File: src/rtl/decode_stage.sv
// RV32I decode stage: decodes ALU-class instructions and presents them to
// execute through a registered two-entry skid buffer.

package pkg_config;
  localparam int DATA_WIDTH = 32;
  localparam logic [5:0] OP_ALU_ADD  = 6'h01;
  localparam logic [5:0] OP_ALU_SUB  = 6'h02;
  localparam logic [5:0] OP_ALU_SLL  = 6'h03;
  localparam logic [5:0] OP_ALU_SLT  = 6'h04;
  localparam logic [5:0] OP_ALU_SLTU = 6'h05;
  localparam logic [5:0] OP_ALU_XOR  = 6'h06;
  localparam logic [5:0] OP_ALU_SRL  = 6'h07;
  localparam logic [5:0] OP_ALU_SRA  = 6'h08;
  localparam logic [5:0] OP_ALU_OR   = 6'h09;
  localparam logic [5:0] OP_ALU_AND  = 6'h0A;
endpackage

module decode_stage
  import pkg_config::*;
#(
  parameter int DATA_WIDTH   = pkg_config::DATA_WIDTH,
  parameter int ALU_OP_WIDTH = 6
) (
  input  logic                    clk_i,
  input  logic                    rst_i,
  input  logic                    flush_i,
  input  logic                    instr_valid_i,
  output logic                    instr_ready_o,
  input  logic [DATA_WIDTH-1:0]   instr_i,
  input  logic [DATA_WIDTH-1:0]   pc_i,
  output logic                    ex_valid_o,
  input  logic                    ex_ready_i,
  output logic [ALU_OP_WIDTH-1:0] alu_op_o,
  output logic [4:0]              rs1_addr_o,
  output logic [4:0]              rs2_addr_o,
  output logic [4:0]              rd_addr_o,
  output logic [DATA_WIDTH-1:0]   imm_o,
  output logic [1:0]              alu_src_a_o,
  output logic                    alu_src_b_imm_o,
  output logic                    reg_write_o,
  output logic                    is_load_o,
  output logic                    is_store_o,
  output logic                    illegal_o,
  output logic [DATA_WIDTH-1:0]   pc_o
);

  typedef struct packed {
    logic [ALU_OP_WIDTH-1:0] alu_op;
    logic [4:0]              rs1;
    logic [4:0]              rs2;
    logic [4:0]              rd;
    logic [DATA_WIDTH-1:0]   imm;
    logic [1:0]              src_a;
    logic                    src_b_imm;
    logic                    reg_write;
    logic                    is_load;
    logic                    is_store;
    logic                    illegal;
    logic [DATA_WIDTH-1:0]   pc;
  } entry_t;

  localparam logic [ALU_OP_WIDTH-1:0] ALU_ADD = ALU_OP_WIDTH'(OP_ALU_ADD);

  logic [6:0]            opcode;
  logic [2:0]            funct3;
  logic [6:0]            funct7;
  logic [DATA_WIDTH-1:0] i_imm;
  logic [DATA_WIDTH-1:0] s_imm;
  logic [DATA_WIDTH-1:0] u_imm;
  logic [DATA_WIDTH-1:0] shamt_imm;

  entry_t dec;
  entry_t main_q, main_d;
  entry_t skid_q, skid_d;
  logic   main_valid_q, main_valid_d;
  logic   skid_valid_q, skid_valid_d;
  logic   ready_q, ready_d;
  logic   in_fire;
  logic   out_fire;

  assign opcode    = instr_i[6:0];
  assign funct3    = instr_i[14:12];
  assign funct7    = instr_i[31:25];
  assign i_imm     = {{(DATA_WIDTH-12){instr_i[31]}}, instr_i[31:20]};
  assign s_imm     = {{(DATA_WIDTH-12){instr_i[31]}}, instr_i[31:25], instr_i[11:7]};
  assign u_imm     = {{(DATA_WIDTH-32){instr_i[31]}}, instr_i[31:12], 12'b0};
  assign shamt_imm = {{(DATA_WIDTH-5){1'b0}}, instr_i[24:20]};

  assign in_fire  = instr_valid_i && ready_q;
  assign out_fire = main_valid_q && ex_ready_i;

  // Shared funct3 -> ALU op mapping; alt selects SUB/SRA variants
  function automatic logic [ALU_OP_WIDTH-1:0] f3_op(input logic [2:0] f3, input logic alt);
    logic [5:0] op;
    case (f3)
      3'b000:  op = alt ? OP_ALU_SUB : OP_ALU_ADD;
      3'b001:  op = OP_ALU_SLL;
      3'b010:  op = OP_ALU_SLT;
      3'b011:  op = OP_ALU_SLTU;
      3'b100:  op = OP_ALU_XOR;
      3'b101:  op = alt ? OP_ALU_SRA : OP_ALU_SRL;
      3'b110:  op = OP_ALU_OR;
      default: op = OP_ALU_AND;
    endcase
    return ALU_OP_WIDTH'(op);
  endfunction

  // Decode the incoming instruction word into an entry; illegal words are neutralised
  always_comb begin
    logic legal;
    logic alt;
    dec           = '0;
    dec.alu_op    = ALU_ADD;
    dec.rs1       = instr_i[19:15];
    dec.rs2       = instr_i[24:20];
    dec.rd        = instr_i[11:7];
    dec.pc        = pc_i;
    legal         = 1'b1;
    alt           = (funct7 == 7'b0100000);
    case (opcode)
      7'b0110011: begin
        dec.reg_write = 1'b1;
        dec.alu_op    = f3_op(funct3, alt);
        legal         = (funct7 == 7'b0) || (alt && (funct3 == 3'b000 || funct3 == 3'b101));
      end
      7'b0010011: begin
        dec.reg_write = 1'b1;
        dec.src_b_imm = 1'b1;
        if (funct3 == 3'b001) begin
          dec.alu_op = f3_op(funct3, 1'b0);
          dec.imm    = shamt_imm;
          legal      = (funct7 == 7'b0);
        end else if (funct3 == 3'b101) begin
          dec.alu_op = f3_op(funct3, alt);
          dec.imm    = shamt_imm;
          legal      = (funct7 == 7'b0) || alt;
        end else begin
          dec.alu_op = f3_op(funct3, 1'b0);
          dec.imm    = i_imm;
        end
      end
      7'b0000011: begin
        dec.reg_write = 1'b1;
        dec.src_b_imm = 1'b1;
        dec.is_load   = 1'b1;
        dec.imm       = i_imm;
      end
      7'b0100011: begin
        dec.src_b_imm = 1'b1;
        dec.is_store  = 1'b1;
        dec.imm       = s_imm;
      end
      7'b0110111: begin
        dec.reg_write = 1'b1;
        dec.src_b_imm = 1'b1;
        dec.src_a     = 2'b10;
        dec.imm       = u_imm;
      end
      7'b0010111: begin
        dec.reg_write = 1'b1;
        dec.src_b_imm = 1'b1;
        dec.src_a     = 2'b01;
        dec.imm       = u_imm;
      end
      default: legal = 1'b0;
    endcase
    if (!legal) begin
      dec.illegal   = 1'b1;
      dec.reg_write = 1'b0;
      dec.is_load   = 1'b0;
      dec.is_store  = 1'b0;
      dec.alu_op    = ALU_ADD;
      dec.imm       = '0;
      dec.src_a     = 2'b00;
      dec.src_b_imm = 1'b0;
    end
  end

  // Skid buffer next state: refill main from skid or input when it empties, else park input in skid
  always_comb begin
    main_d       = main_q;
    skid_d       = skid_q;
    main_valid_d = main_valid_q;
    skid_valid_d = skid_valid_q;
    if (flush_i) begin
      main_valid_d = 1'b0;
      skid_valid_d = 1'b0;
    end else if (!main_valid_q || out_fire) begin
      if (skid_valid_q) begin
        main_d       = skid_q;
        main_valid_d = 1'b1;
        skid_valid_d = in_fire;
        if (in_fire) begin
          skid_d = dec;
        end
      end else begin
        main_valid_d = in_fire;
        if (in_fire) begin
          main_d = dec;
        end
      end
    end else if (in_fire) begin
      skid_d       = dec;
      skid_valid_d = 1'b1;
    end
    ready_d = !skid_valid_d;
  end

  // State registers with asynchronous reset to an empty, ready buffer
  always_ff @(posedge clk_i or posedge rst_i) begin
    if (rst_i) begin
      main_valid_q  <= 1'b0;
      skid_valid_q  <= 1'b0;
      ready_q       <= 1'b1;
      main_q        <= '0;
      main_q.alu_op <= ALU_ADD;
      skid_q        <= '0;
      skid_q.alu_op <= ALU_ADD;
    end else begin
      main_valid_q <= main_valid_d;
      skid_valid_q <= skid_valid_d;
      ready_q      <= ready_d;
      main_q       <= main_d;
      skid_q       <= skid_d;
    end
  end

  assign instr_ready_o   = ready_q;
  assign ex_valid_o      = main_valid_q;
  assign alu_op_o        = main_q.alu_op;
  assign rs1_addr_o      = main_q.rs1;
  assign rs2_addr_o      = main_q.rs2;
  assign rd_addr_o       = main_q.rd;
  assign imm_o           = main_q.imm;
  assign alu_src_a_o     = main_q.src_a;
  assign alu_src_b_imm_o = main_q.src_b_imm;
  assign reg_write_o     = main_q.reg_write;
  assign is_load_o       = main_q.is_load;
  assign is_store_o      = main_q.is_store;
  assign illegal_o       = main_q.illegal;
  assign pc_o            = main_q.pc;

endmodule

File: config.mk
export PLATFORM = sky130hd
export DESIGN_NAME = decode_stage
export DESIGN_NICKNAME = d
export VERILOG_FILES = /design/src/rtl/decode_stage.sv
export SDC_FILE = /design/constraint.sdc
export NUM_CORES = 1
export LEC_CHECK = 0
export ABC_AREA = 0
export ABC_CLOCK_PERIOD_IN_PS = 14000
export CAP_MARGIN = 20
export CORE_ASPECT_RATIO = 1.4
export CORE_MARGIN = 1
export CORE_UTILIZATION = 56
export CTS_CLUSTER_SIZE = 30
export DETAILED_ROUTE_END_ITERATION = 10
export GPL_TIMING_DRIVEN = 0
export PLACE_DENSITY = 0.93
export SLEW_MARGIN = 0
export SYNTH_ARGS = -nofsm -noshare
export SYNTH_HDL_FRONTEND = slang
export SYNTH_SLANG_ARGS = --single-unit
File: constraint.sdc
create_clock -name clk_i -period 14 [get_ports clk_i]
set_input_delay 1.4 -clock clk_i [delete_from_list [all_inputs] [get_ports clk_i]]
set_output_delay 1.4 -clock clk_i [all_outputs]
set_load 0.02 [all_outputs]
# Word level (Yosys, flattened, before mapping)
# Cells that the tools add are included.
[word_totals]
reg_bits = 187
inputBits = 69
out_inout_bits = 94
elab_cells = 93
[classes]
n_eq_ne = 14
muxes = 32
bitwise_logic = 1
n_reduce_logical = 19
[ops]
columns = ["op", "n"]
rows = [
  ["92-bit two-way mux", 5],
  ["32-bit case mux with 4 select lines", 1],
  ["32-bit two-way mux", 2],
  ["39-bit two-way mux", 1],
  ["7-bit by 6-bit == test with 1-bit output (second input constant)", 4],
  ["4-bit case mux with 7 select lines", 1],
  ["4-bit case mux with 5 select lines", 1],
  ["6-bit two-way mux", 3],
  ["7-bit by 5-bit == test with 1-bit output (second input constant)", 2],
  ["1-bit two-way mux", 13],
  ["6-bit case mux with 2 select lines", 1],
  ["5-bit OR reduction", 2],
  ["3-bit == test (second input constant)", 3],
  ["7-bit by 2-bit == test with 1-bit output (second input constant)", 1],
  ["7-bit zero test", 1],
  ["3-bit by 2-bit == test with 1-bit output (second input constant)", 2],
  ["1-bit logical OR", 4],
  ["4-bit two-way mux", 1],
  ["2-bit case mux with 2 select lines", 1],
  ["2-bit nonzero test", 2],
  ["4-bit OR reduction", 1],
  ["3-bit by 1-bit == test with 1-bit output (second input constant)", 1],
  ["1-bit logical AND", 3],
  ["3-bit zero test", 1],
  ["other kinds (8)", 9],
]

# Logic depth before layout (Yosys ltp)
# Gate-level depths: netlist of the first run.
[logic_depth]
depth_word = 9
depth_mapped = 8
depth_no_buf = 5

# Worst setup path before layout of the first run
# Ideal clock, no wire load.
[synth_timing]
path_kind = "input -> register"
startpoint = "input instr_i[6]"
endpoint = "register main_q (netlist bit illegal_o)"
setup_ps = 126
arrival_ps = 2629
required_time_ps = 13874
setup_slack_ps = 11245
path_stages = 5
n_path_buf = 0
path_cell_list = "nand4b_1 > or3_4 > nor3_4 > a211oi_2 > a221o_1"
[synth_between]
elab_chain_len = 6
elab_cells_between_ends = 11
[synth_lines]
columns = ["item", "line_no", "source"]
rows = [
  ["start, declared", "29", "input logic [DATA_WIDTH-1:0] instr_i,"],
  ["7-bit by 5-bit == test with 1-bit output, or another cell as far along", "120", "case (opcode)"],
  ["4-bit OR reduction (no line)", "-", ""],
  ["1-bit case mux with 3 select lines (*)", "120", ""],
  ["39-bit two-way mux (*)", "167", "if (!legal) begin"],
  ["92-bit two-way mux (*)", "198", "if (in_fire) begin"],
  ["92-bit two-way mux (*)", "189", "if (skid_valid_q) begin"],
  ["end signal, assigned", "223", "main_q <= main_d;"],
  ["end, declared", "73", "entry_t main_q, main_d;"],
]
# Every way passes the cells marked *; elsewhere a longest branch is shown, timed or not. The select of a mux whose other input is x is not followed.
# A chain may end at the register's enable or synchronous reset.

# Worst setup path in the final report of the first run
[layout_timing]
startpoint = "input instr_valid_i"
endpoint = "register main_q (netlist bit rs1_addr_o[2])"
[layout_between]
elab_chain_len = 3
[layout_lines]
columns = ["item", "line_no", "source"]
rows = [
  ["start, declared", "27", "input logic instr_valid_i,"],
  ["1-bit logical AND", "89", "assign in_fire = instr_valid_i && ready_q;"],
  ["2-bit nonzero test (no line)", "-", ""],
  ["3-bit AND reduction (no line)", "-", ""],
]
# No other way between the ends.

==> flow_summary_export.csv, run 1 <==
group,metric,value,unit
clock_network,htreeDepth,4,
synth,synth-edff-count,0,
route,avgRoutedWirePerCell,19.4,um
cells_and_area,fin_nets,1143,
worst_setup_path,crit_type,"in2reg",
synth,syn_area,8260,sq um
worst_setup_path,crit_fanout,10,
cells_and_area,final_core_util,0.740,
cells_and_area,multi_input_area,3350,sq um
worst_setup_path,cp.arrival,3.75,ns
pwr,p_seq_frac,0.464,
clock_network,cts_made_buffers,17,
worst_setup_path,rr_startpoint,"instr_ready_o",
route,vias,7705,
timing,report.final.hold_viol_count,0,
timing,fin_crit,3.43,ns
route,wl,24.8,mm
clock_network,cts-root-buf,"clkbuf_16",
placement,portBuffers,158,
synth,syn_avg_cell_area,9.23,sq um
worst_setup_path,crit_end,"rs1_addr_o[2]",
cells_and_area,fill_cells,993,
pwr,swShare,0.301,
synth,synthFlopType,"dfrtp_1",
floorplan,die_y,146,um
worst_setup_path,rr_worst_depth,6,
floorplan,pin_count,163,
status,violations,"DRC",
placement,gp_congestion,0.939,
placement,place_hpwl,16.9,mm
clock_network,post_cts_buffers,0,
worst_setup_path,r2r-end,"imm_o[5]",
clock_network,clock_path_buffers,2,
global_routing,grt_max_degree,128,
timing,setup_viol,0,
timing,max-slew-margin-rel,0.456,
timing,final.setup.tns,0,ns
worst_setup_path,critPathRequiredTime,14.32,ns
synth,yosysSeqAreaShare,0.555,
timing,timing_max_transition_violations_final,0,
route,drtPass1Iterations,11,
global_routing,grt_overflow,0,
floorplan,die_w,105,um
pwr,p_leak,4.65,nW
route,vias_per_cell,6.03,
worst_setup_path,end_kind,"flop",
floorplan,rows,52,
timing,worst_slew_pin_slew,0.816,ns
pwr,powerDensity,130,nW/um^2
cells_and_area,drive_gt1_frac,0.0626,
global_routing,antenna_found_initial,1,
timing,finClkSkew,0.00945,ns
clock_network,post_cts_resized,0,
timing,rsz0062_at_grt,"false",
clock_network,clkLatencyLatePin,0.43,ns
clock_network,path_clk_slew,0.08,ns
pwr,worst_ir_drop_vdd,0.0765,mV
worst_setup_path,worstSetupStartpointType,"input port",
floorplan,die-area,15200,sq um
pwr,p_int,0.000973,W
global_routing,grt_pass1_vias,7990,
pwr,switchingPower,0.000419,W
route,drt-initial-drc-count,682,
synth,synth_seq_cells,183,
clock_network,cts_tree,"yes",
synth,async_flop_share,1.00,
global_routing,grt_pass1_wl,40.1,mm
timing,fin_crit_sh,0.245,
worst_setup_path,regToRegSetupSlack,11.58,ns
cells_and_area,synthToLayoutAreaGrowth,29.5,%
synth,yosys_warnings,0,
status,status,"complete, but fails checks",
floorplan,start_util,0.572,
synth,ys_types,51,
route,drtAntennaViolNets,0,
synth,syn_inst,895,
pwr,combPwrFrac,0.198,
clock_network,cts.sink_count,183,
pwr,totalPowerFinal,0.00139,W
global_routing,track_usage,0.339,
route,drc_errors,1,
clock_network,postCtsHoldBufs,0,
timing,fmax,291,MHz
flow_run,cap_violations,0,
hold_path,holdCritPathClass,"reg2reg",
pwr,clkPwrFrac,0.338,
floorplan,coreArea,14400,sq um
worst_setup_path,cp-startpoint,"instr_valid_i",
cells_and_area,regArea,4580,sq um
[cell usage after synthesis, types with 9 or more instances]
library cell,number,share of area
nand3_1,13,0.0079
o21ai_1,12,0.0073
buf_2,16,0.0097
o21ai_0,120,0.073
nand2_1,282,0.13
nor2_1,15,0.0068
a21oi_1,34,0.021
inv_1,9,0.0041
and3_1,12,0.0091
mux2i_1,49,0.059
a211oi_1,21,0.019
dfrtp_1,180,0.55
clkbuf_1,48,0.022
[stage by stage]
stage | worst slack [ns] | hold slack [ns] | area (sq um) | instances
detailed placement | 10.25 | 0.462 | 10100 | 1244
CTS | 10.64 | 0.478 | 10700 | 1276
floorplan | 7.63 | 0.440 | 8260 | 896
finish | 10.57 | 0.476 | 10700 | 1277
global placement | 5.40 | 0.452 | 10100 | 1243
global route | 10.43 | 0.487 | 10700 | 1277
[state kept, by name, summed over array words and instances, names as in the netlist, 2 cells and up]
signal and cells:
skid_q 90, imm_o 32, pc_o 32, rd_addr_o 5, rs1_addr_o 5, rs2_addr_o 5, alu_op_o 4, alu_src_a_o 2
[worst min-delay path by stage]
stage                from    endpoint  cells past startpoint  slack, ns
2_1_floorplan  skid_q[43]  skid_q[43]                      2       0.44
3_3_place_gp   skid_q[89]  skid_q[89]                      2       0.45
3_5_place_dp    skid_q[0]   skid_q[0]                      2       0.46
4_1_cts        skid_q[37]  skid_q[37]                      2       0.48
5_1_grt        skid_q[37]  skid_q[37]                      2       0.49
6_report       skid_q[23]  skid_q[23]                      2       0.48
[layer usage]
layer,global-route usage,vias up,part of all wire
met5,0,-,0
met4,0.227,0,0.068
met3,0.0685,138,0.077
met2,0.583,473,0.51
met1,0.380,3695,0.34
li1,-,3399,-
[power groups by stage]
stage | Combinational [W] | Clock [W] | Sequential (W)
3_3_place_gp | 0.000260 | 0 | 0.000649
4_1_cts | 0.000275 | 0.000473 | 0.000645
2_1_floorplan | 0.0000987 | 0 | 0.000687
3_5_place_dp | 0.000271 | 0 | 0.000653
5_1_grt | 0.000298 | 0.000492 | 0.000654
6_report | 0.000276 | 0.000471 | 0.000646
[placed cells by master, fill, tap and decap left out, drive strengths merged, types with 3 or more instances in the layout]
master and count:
a211oi 22, nor4 3, o41ai 3, o31a 3
dfstp 3, nor2 15, a31oi 6, dfrtp 180
or3 5, clkdlybuf4s50 158, nor2b 5, a21oi 34
nand3 13, and3 12, buf 25, inv 14
o21ai 132, nor3 7, clkinv 5, clkbuf 67
o22ai 4, nand2 282, mux2i 49, o31ai 9
nand2b 5
[layout make-up]
class	instances	area share
diodes	1	0.000234
plain buffers	72	0.0279
clock buffers	19	0.0405
clock inverters	13	0.0132
inverters	9	0.00386
multi-input cells	632	0.313
flip-flops and latches	183	0.429
well taps	189	0.0221
repair buffers	159	0.151
[critical path, cell delays in order]
cell and delay, ns:
clkdlybuf4s50_1 0.43, a21oi_1 0.23, or3_1 0.34, clkbuf_1 0.48, buf_2 0.36, buf_2 0.29, nand2_1 0.09, o21ai_0 0.12
[logic make-up (layout without fill, tap and decap cells)]
kind of cell               Yosys count  count (layout)  synth area share
and+or+nand+nor                    355             355             0.184
AOI/OAI and AO/OA                  222             222             0.156
DFF                                183             183             0.555
buffers and inverters               81             272            0.0402
muxes                               51              51            0.0621
adders and majority gates            1               1           0.00121
other                                1               3          0.000454
xor gates and xnor gates             1               1           0.00106
No activity file was read; power rests on OpenSTA's default activity.
==> run 2: changes to the inputs <==
--- a/config.mk
+++ b/config.mk
@@ -6,15 +6,15 @@
 export NUM_CORES = 1
 export LEC_CHECK = 0
 export ABC_AREA = 0
-export ABC_CLOCK_PERIOD_IN_PS = 14000
+export ABC_CLOCK_PERIOD_IN_PS = 3400
 export CAP_MARGIN = 20
 export CORE_ASPECT_RATIO = 1.4
 export CORE_MARGIN = 1
-export CORE_UTILIZATION = 56
+export CORE_UTILIZATION = 52
 export CTS_CLUSTER_SIZE = 30
 export DETAILED_ROUTE_END_ITERATION = 10
 export GPL_TIMING_DRIVEN = 0
-export PLACE_DENSITY = 0.93
+export PLACE_DENSITY = 0.87
 export SLEW_MARGIN = 0
 export SYNTH_ARGS = -nofsm -noshare
 export SYNTH_HDL_FRONTEND = slang
==> constraint.sdc (replaced) <==
create_clock -name clk_i -period 3.4 [get_ports clk_i]
set_input_delay 0.34 -clock clk_i [delete_from_list [all_inputs] [get_ports clk_i]]
set_output_delay 0.34 -clock clk_i [all_outputs]
set_load 0.02 [all_outputs]
==> flow_summary_export.csv, run 2 (synthesis results as in run 1) <==
group,metric,value,unit
global_routing,antenna_found_initial,0,
placement,gp_congestion,0.904,
cells_and_area,final_common_cell,"nand2_1",
timing,worst_slew_pin_slew,0.887,ns
worst_setup_path,regToRegSetupSlack,1.03,ns
clock_network,cts_tree,"yes",
clock_network,path_clk_slew,0.07,ns
placement,place_hpwl,17.3,mm
floorplan,start_util,0.531,
cells_and_area,largest_reg_flops,90,
cells_and_area,antennaDiodeCount,0,
cells_and_area,synthToLayoutAreaGrowth,31.0,%
worst_setup_path,crit_fanout,10,
cells_and_area,fill_cells,1177,
worst_setup_path,end_kind,"flop",
route,avgRoutedWirePerCell,18.7,um
pwr,worst_ir_drop_vdd,0.398,mV
clock_network,post_cts_resized,0,
placement,place_ws,0.686,ns
floorplan,rows,54,
cells_and_area,fin_nets,1146,
pwr,p_leak,4.71,nW
clock_network,cts.sink_count,183,
clock_network,cts-root-buf,"clkbuf_16",
global_routing,grt_pass1_wl,37.6,mm
flow_run,cap_violations,0,
floorplan,die_y,151,um
cells_and_area,final_cell_mix,"nand2_1 (282), dfrtp_1 (180), clkdlybuf4s50_1 (158)",
worst_setup_path,cp.arrival,2.72,ns
route,drtAntennaViolNets,0,
clock_network,htreeDepth,4,
clock_network,cts_made_buffers,17,
timing,fin_crit_sh,0.698,
worst_setup_path,worstSetupStartpointType,"flop",
floorplan,die_w,108,um
timing,final.setup.tns,0,ns
timing,max-slew-margin-rel,0.407,
cells_and_area,drive_gt1_frac,0.0661,
cells_and_area,regMostFlops,"skid_q",
route,drtPass1Iterations,5,
timing,fin_crit,2.37,ns
global_routing,grt_pass1_vias,7483,
route,drc_errors,0,
global_routing,grt_max_degree,44,
worst_setup_path,critPathRequiredTime,3.75,ns
route,vias,7443,
route,vias_per_cell,5.79,
status,status,"finished, final reports clean",
timing,fmax,422,MHz
route,wl,24.1,mm
timing,setup_viol,0,
global_routing,track_usage,0.306,
timing,timing_max_transition_violations_final,0,
clock_network,clock_path_buffers,2,
floorplan,coreArea,15500,sq um
floorplan,pin_count,163,
clock_network,postCtsHoldBufs,0,
clock_network,clkLatencyLatePin,0.43,ns
timing,finClkSkew,0.00977,ns
placement,portBuffers,158,
floorplan,die-area,16400,sq um
clock_network,post_cts_buffers,0,
hold_path,holdCritPathClass,"in2reg",
pwr,powerDensity,548,nW/um^2
worst_setup_path,crit_type,"reg2reg",
timing,rsz0062_at_grt,"false",
global_routing,grt_overflow,0,
route,drt-initial-drc-count,585,
timing,setup_ws,1.03,ns
timing,report.final.hold_viol_count,0,
[run 2: cell types whose count changed in the layout (fill, tap and decap cells not counted), sizes merged]
cell	before	now
diode	1	0
buf	25	28
inv	14	11
clkinvlp	2	1
clkbuf	67	68
bufinv	1	4
[run 2: final timing paths]
check / to / cells past startpoint / start
max reg2reg: imm_o[6] / 6 / instr_ready_o
max: imm_o[6] / 6 / instr_ready_o
min reg2reg: pc_o[8] / 2 / pc_o[8]
min in group asynchronous: pc_o[26] / 2 / rst_i
min: skid_q[49] / 3 / instr_i[30]
max in group asynchronous: skid_q[62] / 4 / rst_i
[run 2: area by class of cell]
cell class	instances	area, sq um	area share
Clock inverter	12	190	0.0176
Sequential cell	183	4580	0.424
Tap cell	196	245	0.0227
Inverter	9	37.5	0.00347
Clock buffer	20	457	0.0422
Multi-Input combinational cell	632	3350	0.309
Buffer	72	298	0.0275
Timing Repair Buffer	162	1660	0.154
[run 2: per-layer routing]
metal	global-route usage	share of wire	vias up
met2	0.530	0.51	372
li1	-	-	3399
met5	0	0	-
met3	0.0516	0.065	96
met1	0.344	0.36	3576
met4	0.203	0.062	0
[run 2: worst max-delay path, cell delays in order, from the launching register on]
cell      delay, ns
dfstp_2        0.55
a21oi_1        0.08
nor3_2         0.56
clkbuf_1       0.45
clkbuf_1       0.42
nor2_1         0.07
a31oi_1        0.16
[run 2: report_power, final]
part	switching (W)	total, W	leakage [nW]	internal (W)
logic	0.000627	0.00112	2.01	0.000495
registers	0.000180	0.00266	2.38	0.00248
clock network	0.000860	0.00215	0.316	0.00128
[run 2: per-stage QoR]
stage               utilization  cells  area (sq um)  power (W)  hold WS [ns]
floorplan                     -    896          8260    0.00324         0.406
global placement          0.649   1250         10100    0.00375         0.452
detailed placement        0.655   1254         10200    0.00381         0.458
CTS                       0.696   1286         10800    0.00594         0.222
global route              0.696   1286         10800    0.00616         0.273
finish                    0.696   1286         10800    0.00593         0.233
==> run 3: changes to the inputs <==
--- a/config.mk
+++ b/config.mk
@@ -6,15 +6,15 @@
 export NUM_CORES = 1
 export LEC_CHECK = 0
 export ABC_AREA = 0
-export ABC_CLOCK_PERIOD_IN_PS = 3400
+export ABC_CLOCK_PERIOD_IN_PS = 2000
 export CAP_MARGIN = 20
 export CORE_ASPECT_RATIO = 1.4
 export CORE_MARGIN = 1
-export CORE_UTILIZATION = 52
+export CORE_UTILIZATION = 47
 export CTS_CLUSTER_SIZE = 30
 export DETAILED_ROUTE_END_ITERATION = 10
 export GPL_TIMING_DRIVEN = 0
-export PLACE_DENSITY = 0.87
+export PLACE_DENSITY = 0.84
 export SLEW_MARGIN = 0
 export SYNTH_ARGS = -nofsm -noshare
 export SYNTH_HDL_FRONTEND = slang
==> constraint.sdc (replaced) <==
create_clock -name clk_i -period 2 [get_ports clk_i]
set_input_delay 0.2 -clock clk_i [delete_from_list [all_inputs] [get_ports clk_i]]
set_output_delay 0.2 -clock clk_i [all_outputs]
set_load 0.02 [all_outputs]
==> flow_summary_export.csv, run 3 (synthesis results as in run 1) <==
group,metric,value,unit
route,drtPass1Iterations,8,
placement,place_hpwl,17.3,mm
worst_setup_path,slowest_stage,"dfstp_2",
cells_and_area,antennaDiodeCount,0,
timing,report.final.hold_viol_count,0,
placement,dp_cells,1295,
pwr,worst_ir_drop_vdd,0.521,mV
route,vias,7259,
cells_and_area,synthToLayoutAreaGrowth,32.1,%
timing,max-slew-margin-rel,0.480,
timing,setup_viol,0,
placement,gp_congestion,0.891,
floorplan,die_y,159,um
worst_setup_path,cp.depth,5,
worst_setup_path,crit_type,"reg2reg",
floorplan,rows,57,
placement,place_ws,-0.579,ns
floorplan,die-area,18100,sq um
worst_setup_path,regToRegSetupSlack,0.08,ns
flow_run,cap_violations,0,
route,avgRoutedWirePerCell,17.7,um
pwr,powerDensity,883,nW/um^2
floorplan,start_util,0.478,
worst_setup_path,cp-startpoint,"instr_ready_o",
global_routing,grt_pass1_wl,38.0,mm
clock_network,cts_made_buffers,17,
timing,fin_crit_sh,0.961,
cells_and_area,final_cell_mix,"nand2_1 (280), dfrtp_1 (180), clkdlybuf4s50_1 (158)",
worst_setup_path,crit_end,"alu_op_o[0]",
timing,setup_ws,0.0772,ns
clock_network,htreeDepth,4,
timing,rsz0062_at_grt,"false",
cells_and_area,fill_cells,1416,
global_routing,track_usage,0.274,
placement,portBuffers,158,
clock_network,cts_tree,"yes",
worst_setup_path,cp_num_buf_inv,1,
route,vias_per_cell,5.47,
clock_network,clock_path_buffers,2,
clock_network,path_clk_slew,0.08,ns
floorplan,coreArea,17300,sq um
floorplan,die_w,114,um
route,drt-initial-drc-count,515,
timing,fin_crit,1.92,ns
global_routing,grt_max_degree,42,
worst_setup_path,cp.arrival,2.28,ns
worst_setup_path,rr_worst_depth,5,
route,wl,23.5,mm
hold_path,holdCritPathClass,"in2async",
route,drc_errors,0,
global_routing,antenna_found_initial,0,
worst_setup_path,cp_top_family,"simple AND/OR/NAND/NOR gates",
cells_and_area,largest_reg_flops,90,
floorplan,pin_count,163,
global_routing,busiest_layer,"met2",
route,drtAntennaViolNets,0,
cells_and_area,regMostFlops,"skid_q",
global_routing,grt_pass1_vias,7352,
cells_and_area,drive_gt1_frac,0.0954,
worst_setup_path,cp_cell_sequence,"a21oi_1, or3_4, clkbuf_8, or3_1, o31a_1",
cells_and_area,final_common_cell,"nand2_1",
worst_setup_path,worstSetupStartpointType,"flop",
worst_setup_path,r2r-end,"alu_op_o[0]",
global_routing,met3_usage,0.0481,
worst_setup_path,end_kind,"flop",
pwr,totalPowerFinal,0.00963,W
timing,finClkSkew,0.0119,ns
cells_and_area,final_cells,1326,
global_routing,met1_usage,0.329,
global_routing,grt_util_met2,0.455,
clock_network,postCtsHoldBufs,0,
timing,worst_slew_pin_slew,0.779,ns
timing,holdWs,0.0290,ns
clock_network,cts-root-buf,"clkbuf_16",
clock_network,clkLatencyLatePin,0.42,ns
status,status,"finished, final reports clean",
clock_network,cts.sink_count,183,
timing,timing_max_transition_violations_final,0,
pwr,p_leak,4.78,nW
worst_setup_path,critPathRequiredTime,2.35,ns
worst_setup_path,rr_startpoint,"instr_ready_o",
worst_setup_path,crit_fanout,10,
timing,fmax,520,MHz
worst_setup_path,cpPeakStageDelay,0.54,ns
cells_and_area,final_core_util,0.632,
cells_and_area,fin_nets,1146,
global_routing,grt_overflow,0,
==> run 3: cell count changes in the layout (fill, tap and decap cells not counted), sizes merged <==
cell / previous run / this run
buf: 28 / 32
clkinv: 5 / 3
clkbuf: 68 / 63
clkinvlp: 1 / 3
inv: 11 / 16
bufinv: 4 / 0
==> run 3: how the worst min path moves through the flow <==
stage          slack [ns]  cells after the start        from         end
3_5_place_dp         0.46                      2  skid_q[89]  skid_q[89]
4_1_cts              0.03                      2       rst_i    pc_o[25]
6_report             0.03                      2       rst_i    pc_o[25]
3_3_place_gp         0.45                      2  skid_q[43]  skid_q[43]
2_1_floorplan        0.27                      1     flush_i  ex_valid_o
5_1_grt              0.04                      2       rst_i    pc_o[25]
==> run 3: what timing repair did <==
item                       CTS  global route
pin swaps                    1             1
buffers inserted             0             2
gates resized for setup     27            30
setup endpoints to repair  159           150
==> run 3: layout make-up <==
type	count	area, sq um	area share
buffer	69	354	0.0325
clock buffer	19	443	0.0406
clock inverter	13	113	0.0103
inverter	9	37.5	0.00344
multi-input combinational	632	3380	0.310
sequential	183	4580	0.420
tap	236	295	0.0271
timing repair buffer	165	1700	0.156
==> run 3: per-stage QoR <==
stage	instance area (sq um)	setup TNS [ns]
2_1_floorplan	8260	-98.66
3_3_place_gp	10100	-422.53
3_5_place_dp	10200	-70.99
4_1_cts	10800	0
5_1_grt	10900	0
6_report	10900	0
==> run 3: routing by layer <==
metal,part of all wire,up-vias
met1,0.39,3502
li1,-,3393
met2,0.51,302
met3,0.051,62
met5,0,-
met4,0.049,0
==> run 3: power breakdown <==
part,leakage [nW],switching (W),internal [W]
combinational,2.13,0.00106,0.000862
clock,0.270,0.00152,0.00167
sequential,2.38,0.000293,0.00422
==> run 3: worst register-to-register path, stage by stage, from the launching register on <==
cell	delay, ns
dfstp_2	0.54
a21oi_1	0.10
or3_4	0.39
clkbuf_8	0.19
or3_1	0.34
o31a_1	0.29
